===== config.mk =====
export PLATFORM = sky130hd
export DESIGN_NAME = div_unit
export DESIGN_NICKNAME = d
export VERILOG_FILES = /design/src/rtl/div_unit.sv
export SDC_FILE = /design/constraint.sdc
export NUM_CORES = 1
export LEC_CHECK = 0
export CORE_ASPECT_RATIO = 1.1
export CORE_UTILIZATION = 59
export CTS_CLUSTER_SIZE = 25
export DETAILED_ROUTE_END_ITERATION = 12
export PLACE_DENSITY = 0.81
export SETUP_SLACK_MARGIN = 0.4
export SLEW_MARGIN = 5
export SYNTH_ARGS = -nofsm -noshare
export SYNTH_HDL_FRONTEND = slang
export SYNTH_SLANG_ARGS = --single-unit

===== constraint.sdc =====
create_clock -name clk_i -period 3.6 [get_ports clk_i]
set_input_delay 0.9 -clock clk_i [delete_from_list [all_inputs] [get_ports clk_i]]
set_output_delay 0.9 -clock clk_i [all_outputs]
set_load 0.005 [all_outputs]

===== src/rtl/div_unit.sv =====
// Iterative restoring divider, one shift-subtract step per clock.
// Signed (truncating) and unsigned modes; flags held with results.
module div_unit #(
  parameter int N = 4
) (
  input  logic         clk_i,
  input  logic         rst_ni,
  input  logic         start_i,
  input  logic         signed_i,
  input  logic [N-1:0] dividend_i,
  input  logic [N-1:0] divisor_i,
  output logic         busy_o,
  output logic         done_o,
  output logic [N-1:0] quotient_o,
  output logic [N-1:0] remainder_o,
  output logic         div_by_zero_o,
  output logic         overflow_o
);

  localparam int CW = $clog2(N);
  localparam logic [N-1:0] MIN  = {1'b1, {(N-1){1'b0}}};
  localparam logic [N-1:0] ONES = '1;

  typedef enum logic [1:0] {
    IDLE, CALC, FIX, DONE
  } state_t;

  state_t        state;
  logic [CW-1:0] cnt;
  logic [N-1:0]  dvd;
  logic [N-1:0]  dvs;
  logic [N-1:0]  rem;
  logic          neg_q;
  logic          neg_r;
  logic          ovf_c;

  logic          a_neg;
  logic          b_neg;
  logic [N-1:0]  a_mag;
  logic [N-1:0]  b_mag;
  logic [N:0]    shifted;
  logic [N:0]    diff;
  logic [N-1:0]  q_fix;
  logic [N-1:0]  r_fix;

  // Operand magnitudes, trial subtract and sign fix-up.
  // The stored remainder is always below the divisor, so N bits
  // suffice between steps; the shifted trial value needs N+1.
  always_comb begin
    a_neg   = signed_i & dividend_i[N-1];
    b_neg   = signed_i & divisor_i[N-1];
    a_mag   = a_neg ? -dividend_i : dividend_i;
    b_mag   = b_neg ? -divisor_i : divisor_i;
    shifted = {rem, dvd[N-1]};
    diff    = shifted - {1'b0, dvs};
    q_fix   = neg_q ? -dvd : dvd;
    r_fix   = neg_r ? -rem : rem;
  end

  // Control FSM with working registers and registered outputs.
  always_ff @(posedge clk_i or negedge rst_ni) begin
    if (!rst_ni) begin
      state         <= IDLE;
      cnt           <= '0;
      dvd           <= '0;
      dvs           <= '0;
      rem           <= '0;
      neg_q         <= 1'b0;
      neg_r         <= 1'b0;
      ovf_c         <= 1'b0;
      busy_o        <= 1'b0;
      done_o        <= 1'b0;
      quotient_o    <= '0;
      remainder_o   <= '0;
      div_by_zero_o <= 1'b0;
      overflow_o    <= 1'b0;
    end else begin
      unique case (state)
        IDLE: begin
          if (start_i) begin
            busy_o        <= 1'b1;
            div_by_zero_o <= 1'b0;
            overflow_o    <= 1'b0;
            neg_q         <= a_neg ^ b_neg;
            neg_r         <= a_neg;
            ovf_c         <= signed_i &&
                             dividend_i == MIN &&
                             divisor_i == ONES;
            if (divisor_i == '0) begin
              quotient_o    <= ONES;
              remainder_o   <= dividend_i;
              div_by_zero_o <= 1'b1;
              done_o        <= 1'b1;
              state         <= DONE;
            end else begin
              dvd   <= a_mag;
              dvs   <= b_mag;
              rem   <= '0;
              cnt   <= CW'(N - 1);
              state <= CALC;
            end
          end
        end
        CALC: begin
          if (!diff[N]) begin
            rem <= diff[N-1:0];
            dvd <= {dvd[N-2:0], 1'b1};
          end else begin
            rem <= shifted[N-1:0];
            dvd <= {dvd[N-2:0], 1'b0};
          end
          if (cnt == '0) begin
            state <= FIX;
          end else begin
            cnt <= cnt - 1'b1;
          end
        end
        FIX: begin
          quotient_o  <= q_fix;
          remainder_o <= r_fix;
          overflow_o  <= ovf_c;
          done_o      <= 1'b1;
          state       <= DONE;
        end
        DONE: begin
          done_o <= 1'b0;
          busy_o <= 1'b0;
          state  <= IDLE;
        end
        default: state <= IDLE;
      endcase
    end
  end

endmodule


* Word level (Yosys, flattened, before mapping) *
Cells that the tools add are included.

operators by class
  add/subtract/negate cells = 6
  eq/ne operators = 10
  bitwise gates (word level) = 4
  $mul = 0
  shifts and indexed selects = 0
  divide/modulo/power cells = 0
  multiplexer cells = 34
  reduce and logical (&&, ||, !) cells = 18
  $lt $le $gt $ge = 0

operator list
  operator               number
  $mux W4                13
  $pmux W4 S2            4
  $neg A4 Y4             4
  $mux W2                6
  $reduce_and A3 Y1      4
  $ne A2 B2 Y1 const B   5
  $eq A4 B4 Y1 const B   2
  $pmux W2 S4            1
  $reduce_and A2 Y1      4
  $mux W1                6
  $reduce_bool A2 Y1     3
  $sub A5 B4 Y5          1
  $eq A2 B2 Y1 const B   2
  $logic_not A2 Y1       2
  $logic_not A4 Y1       1
  $pmux W1 S2            2
  $pmux W2 S2            1
  $reduce_and A4 Y1      1
  $pmux W1 S3            1
  $reduce_bool A3 Y1     1
  $and A1 B1 Y1          2
  $eq A2 B1 Y1 const B   1
  $logic_and A1 B1 Y1    2
  $sub A2 B1 Y2 const B  1
  other kinds (2)        2

word-level totals
  word-level logic and storage cells = 86
  register bits after elaboration = 31
  bits of input ports = 12
  bits in latches = 0
  ROM bits = 0
  RAM bits = 0
  memories = 0

* Logic depth before layout (Yosys ltp) *
Gate-level depths: netlist of the first run.

  depth in word-level cells = 5
  depth in mapped cells = 9
  mapped depth without buffers = 9

* Worst setup path before layout of the first run *
No wires, ideal clock.

  path type = input to register
  start = input port divisor_i[0]
  end = register rem[3]
  slack = 1.200 ns
  stages on the path = 8
  data arrival time = 2.332 ns
  required time = 3.532 ns
  setup time = 0.068 ns
  cells stage by stage = inv_1 > ha_1 > nor3b_1 > o21a_1 > buf_6 > or4b_1 > a21oi_1 > nand2b_1

between the ends
  cells in the longest elaborated chain, start to end = 3

ends and longest elaborated chain
  element                      line  RTL
  start: declaration           11    input logic [N-1:0] divisor_i,
  $logic_not A4 Y1             89    if (divisor_i == '0) begin
  $ne A2 B2 Y1 (no line)       -
  $reduce_and A3 Y1 (no line)  -
  end signal: assignment       106   rem <= diff[N-1:0];
  end signal: assignment       109   rem <= shifted[N-1:0];
  end: declaration             32    logic [N-1:0] rem;

No other way between the ends.
A chain may end at the register's enable or synchronous reset.

* Worst setup path in the final report of the first run *
Same ends and word-level chain as after synthesis.

==> flow_summary.toml, run 1 <==
[cells_and_area]
fin_area_sq_um = 2210
regArea_sq_um = 776
syn2layout_area_growth_pct = 15.1
multiInputGateArea_sq_um = 1020
fillerInstances = 237
drive_gt1_frac = 0.0424
diodes = 0
final_net_count = 265

[timing]
max_freq_mhz = 354
finalClockSkew_ns = 0.00555
relSlewSlack = 0.605
fin_crit_ns = 2.83
rsz0062_at_grt = "false"
setup_tns_ns = 0
period_share = 0.785
worstMarginPinSlew_ns = 0.588
hold_violations = 0
finalMaxSlewViolations = 0
fin_hold_ws_ns = 0.485
setup_viol = 0

[synthesis]
syn_nets = 239
ys_seq_area_frac = 0.404
syn_inst = 211
synth_warnings = 0
synth-edff-count = 0
ys_ff_latch = 31
synth_cell_types = 36
syn_avg_cell_area_sq_um = 9.10
postSynth.asyncResetShare = 1.00
synthFlopType = "dfrtp_1"
synth_area_sq_um = 1920

[setup_path]
max_stage_delay_ns = 0.55
critPathArrivalTime_ns = 3.10
r2r_end = "rem[0]"
path_cells = "clkdlybuf4s50_1 > inv_1 > ha_1 > nor3b_1 > buf_4 > o21a_1 > or4b_1 > a21oi_1 > nand2b_1"
crit_slowest_cell = "or4b_1"
cp.required_ns = 3.88
crit_buf_inv = 3
start_kind = "input pin"
critPathKind = "input pin to flop"
end_kind = "flop"
cp_max_fo = 10
crit_start = "divisor_i[0]"
reg2regPathDepth = 9
cp_top_family = "simple AND/OR/NAND/NOR gates"
worstReg2RegStart = "dvd[3]"
rrSetupSlack_ns = 1.04

[detailed_routing]
firstDrtPassIters = 5
wirelength_um = 4060
vias = 1590
drt_iter0_drc = 69
post_drt_via_cell_ratio = 5.89
avgRoutedWirePerCell_um = 15.0
antenna_left = 0
drc = 0

[cts]
cts_tree = "yes"
clk_latency_ns = 0.33
htree_levels = 2
post_cts_resized = 0
hold_buffers = 0
clk_pin_slew_worst_paths_ns = 0.09
cts.sinks = 31
cts_buffers = 5
cts_max_path_buffers = 2
cts_setup_buffers = 0
cts-root-buf = "clkbuf_4"

[power_and_ir_drop]
leakage_nw = 1.02
power_frac_comb = 0.558
powerDensity_nw_per_um2 = 807
p_switching_mw = 0.770
swShare = 0.431
pwr-share-clk = 0.101
seq_power_share = 0.341
power.total_mw = 1.78
max-vdd-ir-drop_uv = 514
p_int_mw = 1.01

[global_route]
grt_pass1_wl_um = 7110
grt_max_degree = 32
overflow = 0
grtUsageTotal = 0.276
antenna_found_initial = 0
grt_pass1_vias = 1578

[floorplan]
num_rows = 21
die_w_um = 56.4
ioPinCount = 24
die_h_um = 61.8
start_util = 0.624
die_area_sq_um = 3490
coreArea_sq_um = 3070

[min_path]
holdPathEnd = "div_by_zero_o"
min_from = "div_by_zero_o"
hold_depth = 1
hold_path.class = "flop to flop"

[placed_design]
port-buffer-count = 23
routabilityCongestion = 0.907
dpl-instance-area_sq_um = 2170
hpwl_um = 3130

[flow_run]
maxCapViolations = 0

[outcome]
outcome = "finished, final reports clean"
==> sequential cells by signal, indices dropped and copies added, names as in the netlist <==
register,cells
remainder_o,4
done_o,1
busy_o,1
div_by_zero_o,1
cnt,2
quotient_o,4
ovf_c,1
neg_q,1
dvs,4
neg_r,1
state,2
dvd,4
overflow_o,1
rem,4
==> worst max-delay path by stage <==
stage                         to  slack, ns  depth (start not counted)
after CTS                 rem[3]       0.79                          9
after floorplan           rem[3]       1.20                          8
after detailed placement  rem[3]       0.45                          9
final                     rem[3]       0.77                          9
after global routing      rem[3]       0.72                          9
after global placement    rem[3]       0.54                          9
==> routing by layer <==
| metal | GRT usage | wire (um) | vias up |
|---|---|---|---|
| li1 | - | - | 773 |
| met1 | 0.308 | 1670 | 765 |
| met2 | 0.505 | 2100 | 42 |
| met3 | 0.0725 | 189 | 10 |
| met4 | 0.129 | 104 | 0 |
| met5 | 0 | 0 | - |
==> final cells by class <==
cell class                 count  area share
multi-input combinational    151       0.461
timing repair buffer          25       0.111
inverter                      23      0.0391
tap                           34      0.0193
clock buffer                   6      0.0187
sequential                    31       0.351
==> layout by cell type (no fill, tap or decap), types with 2 or more instances in the layout <==
cell	instances
clkdlybuf4s50_1	23
nand3_1	2
clkbuf_4	5
nor2b_1	3
nor2_1	16
xnor2_1	6
mux2i_1	12
a32o_1	2
a21oi_1	12
a211oi_1	2
a21o_1	2
dfrtp_1	31
ha_1	15
o22ai_1	3
buf_4	2
nand2b_1	2
a31oi_1	6
nand2_1	28
inv_1	23
xor2_1	4
o21ai_0	18
o31ai_1	4
==> power groups by stage <==
stage | clock, mW | combinational, mW | sequential, mW
3_3_place_gp | 0 | 0.941 | 0.605
4_1_cts | 0.182 | 0.999 | 0.609
3_5_place_dp | 0 | 0.992 | 0.616
2_1_floorplan | 0 | 0.739 | 0.585
6_report | 0.180 | 0.996 | 0.608
5_1_grt | 0.200 | 1.13 | 0.630
==> worst register-to-register path: cells and delay by family, from the launching register on <==
kind | cells | cell delay (ns)
flip-flops | 1 | 0.37
multiplexers | 1 | 0.39
buffers and inverters | 2 | 0.19
adder cells (fa/ha/maj) | 2 | 0.60
XOR/XNOR | 1 | 0.28
AO/OA/AOI/OAI | 3 | 0.66
==> stage by stage <==
step | setup WS, ns | std cells | util
after global placement | 0.541 | 264 | 0.705
final | 0.772 | 270 | 0.719
after CTS | 0.792 | 270 | 0.719
after floorplan | 1.20 | 211 | -
after detailed placement | 0.454 | 264 | 0.705
after global routing | 0.717 | 270 | 0.719
==> kinds of logic after synthesis <==
kind of cell             synth area share
AO/OA/AOI/OAI                       0.180
XOR/XNOR                           0.0456
adder cells (fa/ha/maj)             0.108
buffers and inverters              0.0652
flip-flops                          0.404
multiplexers                       0.0685
AND/OR/NAND/NOR                     0.128
==> cell usage after synthesis (all sizes together), types with 2 or more instances <==
cell	instances	area (sq um)
nand3	2	10.0
xnor2	6	52.6
ha	15	188
clkbuf	3	11.3
a31oi	6	37.5
a21o	2	15.0
inv	23	86.3
dfrtp	31	776
a21oi	12	60.1
mux2i	12	120
a211oi	2	15.0
o21ai	19	95.1
xor2	4	35.0
buf	3	27.5
nand2	28	105
nor2	16	60.1
o31ai	4	30.0
o22ai	4	31.3
nand2b	2	12.5
nor2b	3	18.8
a32o	2	20.0
Note: power is estimated with default switching activity, not from simulation.
==> run 2: changes to the inputs <==
CORE_UTILIZATION = 50   (was 59)
PLACE_DENSITY = 0.73   (was 0.81)
clock period = 2.6 ns   (was 3.6 ns; I/O delays follow)
==> run 2 against run 1 <==
Compared with the run above: global-route usage is 4.2 points lower; power is 76% higher; first-iteration DRC count is 16% lower; clock power grew to 3.2 times the previous value; routed wire length is 9.1% higher; cell count is 13% higher; critical path type is now flop to flop.
==> flow_summary.toml, run 2 (synthesis results as in run 1) <==
[cells_and_area]
fin_area_sq_um = 2490
drive_gt1_frac = 0.149
diodes = 0
mostFrequentLayoutCells = "dfrtp_1 (31), nand2_1 (28), inv_1 (22)"
instances_no_fill = 305
fin_util = 0.682
final_common_cell = "dfrtp_1"
syn2layout_area_growth_pct = 29.9
final_net_count = 282

[timing]
finalClockSkew_ns = 0.00687
fin_hold_ws_ns = 0.476
fin_crit_ns = 2.17
finalMaxSlewViolations = 0
relSlewSlack = 0.725
hold_violations = 0
max_freq_mhz = 461
setup_tns_ns = 0
worst_slack_ns = 0.430
worstMarginPinSlew_ns = 0.412
setup_viol = 0
period_share = 0.835
rsz0062_at_grt = "true"

[cts]
cts.sinks = 31
htree_levels = 2
cts-root-buf = "clkbuf_8"
clk_latency_ns = 0.29
clk_pin_slew_worst_paths_ns = 0.07
hold_buffers = 0
cts_tree = "yes"
cts_max_path_buffers = 2
cts_buffers = 5

[power_and_ir_drop]
powerDensity_nw_per_um2 = 1260
power.total_mw = 3.13
leakage_nw = 1.15
max-vdd-ir-drop_uv = 696

[setup_path]
crit_slowest_cell = "dfrtp_1"
max_stage_delay_ns = 0.37
cp_max_fo = 3
reg2regPathDepth = 10
critPathKind = "flop to flop"
cp.required_ns = 2.76
cp_top_family = "adder cells"
rrSetupSlack_ns = 0.43
crit_buf_inv = 3
worstReg2RegStart = "dvd[3]"
r2r_end = "rem[1]"
end_kind = "flop"
path_cells = "inv_1 > ha_2 > inv_1 > fa_2 > a21o_1 > a21oi_4 > xnor2_2 > buf_4 > mux2i_1 > o22ai_1"
start_kind = "flop"
critPathArrivalTime_ns = 2.33
cpMostUsedCell = "inv_1"
path_depth = 10

[min_path]
hold_path.class = "flop to flop"
min_from = "dvs[1]"
hold_depth = 2
holdPathEnd = "dvs[1]"

[floorplan]
die_h_um = 67.0
die_w_um = 61.1
coreArea_sq_um = 3650
die_area_sq_um = 4090
ioPinCount = 24
start_util = 0.525
num_rows = 23

[global_route]
antenna_found_initial = 0
overflow = 0
grt_max_degree = 32
grt_pass1_wl_um = 6830
grt_pass1_vias = 1483
grtUsageTotal = 0.233

[placed_design]
placedCellCount = 291
port-buffer-count = 23
dpl-instance-area_sq_um = 2270
routabilityCongestion = 0.804
pre_cts_slack_ns = 0.00744
hpwl_um = 3110

[outcome]
outcome = "finished, final reports clean"

[detailed_routing]
vias = 1658
antenna_left = 0
drc = 0
avgRoutedWirePerCell_um = 14.5
wirelength_um = 4430
drt_iter0_drc = 58
firstDrtPassIters = 4
post_drt_via_cell_ratio = 5.44

[flow_run]
maxCapViolations = 0
run 2: worst max path at each step:
stage                             from     end  slack [ns]
after floorplan                 dvd[3]  rem[0]        0.42
after global placement    divisor_i[0]  rem[3]        0.08
after detailed placement  divisor_i[0]  rem[3]       0.007
after CTS                       dvd[3]  rem[2]        0.38
after global routing            dvs[0]  rem[3]        0.36
final                           dvd[3]  rem[1]        0.43
run 2: area by class of cell:
type | instances | area, sq um
Clock buffer | 6 | 72.6
Clock inverter | 2 | 60.1
Fill cell | 309 | 1160
Inverter | 23 | 86.3
Multi-Input combinational cell | 151 | 1060
Sequential cell | 31 | 776
Tap cell | 50 | 62.6
Timing Repair Buffer | 42 | 370
run 2: per-layer routing:
metal	vias up	wire length, um	GRT usage
li1	808	-	-
met1	802	1890	0.292
met2	38	2280	0.378
met3	10	140	0.0544
met4	0	109	0.0966
met5	-	0	0
run 2: worst min-delay path: stages (launching register included):
cell and delay, ns:
dfrtp_1 0.34, nand2_1 0.04, o21ai_0 0.06
run 2: what timing repair did:
| item | CTS | global route |
|---|---|---|
| endpoints found under the setup margin | 3 | 3 |
| pin swaps | 4 | 3 |
| gates resized for setup | 8 | 5 |
| setup buffers | 1 | 5 |
run 2: report_power, final:
group | leakage, nW | switching, mW | internal (mW)
Clock | 0.0654 | 0.194 | 0.383
Sequential | 0.372 | 0.156 | 0.680
Combinational | 0.717 | 0.864 | 0.858
Total | 1.15 | 1.21 | 1.92
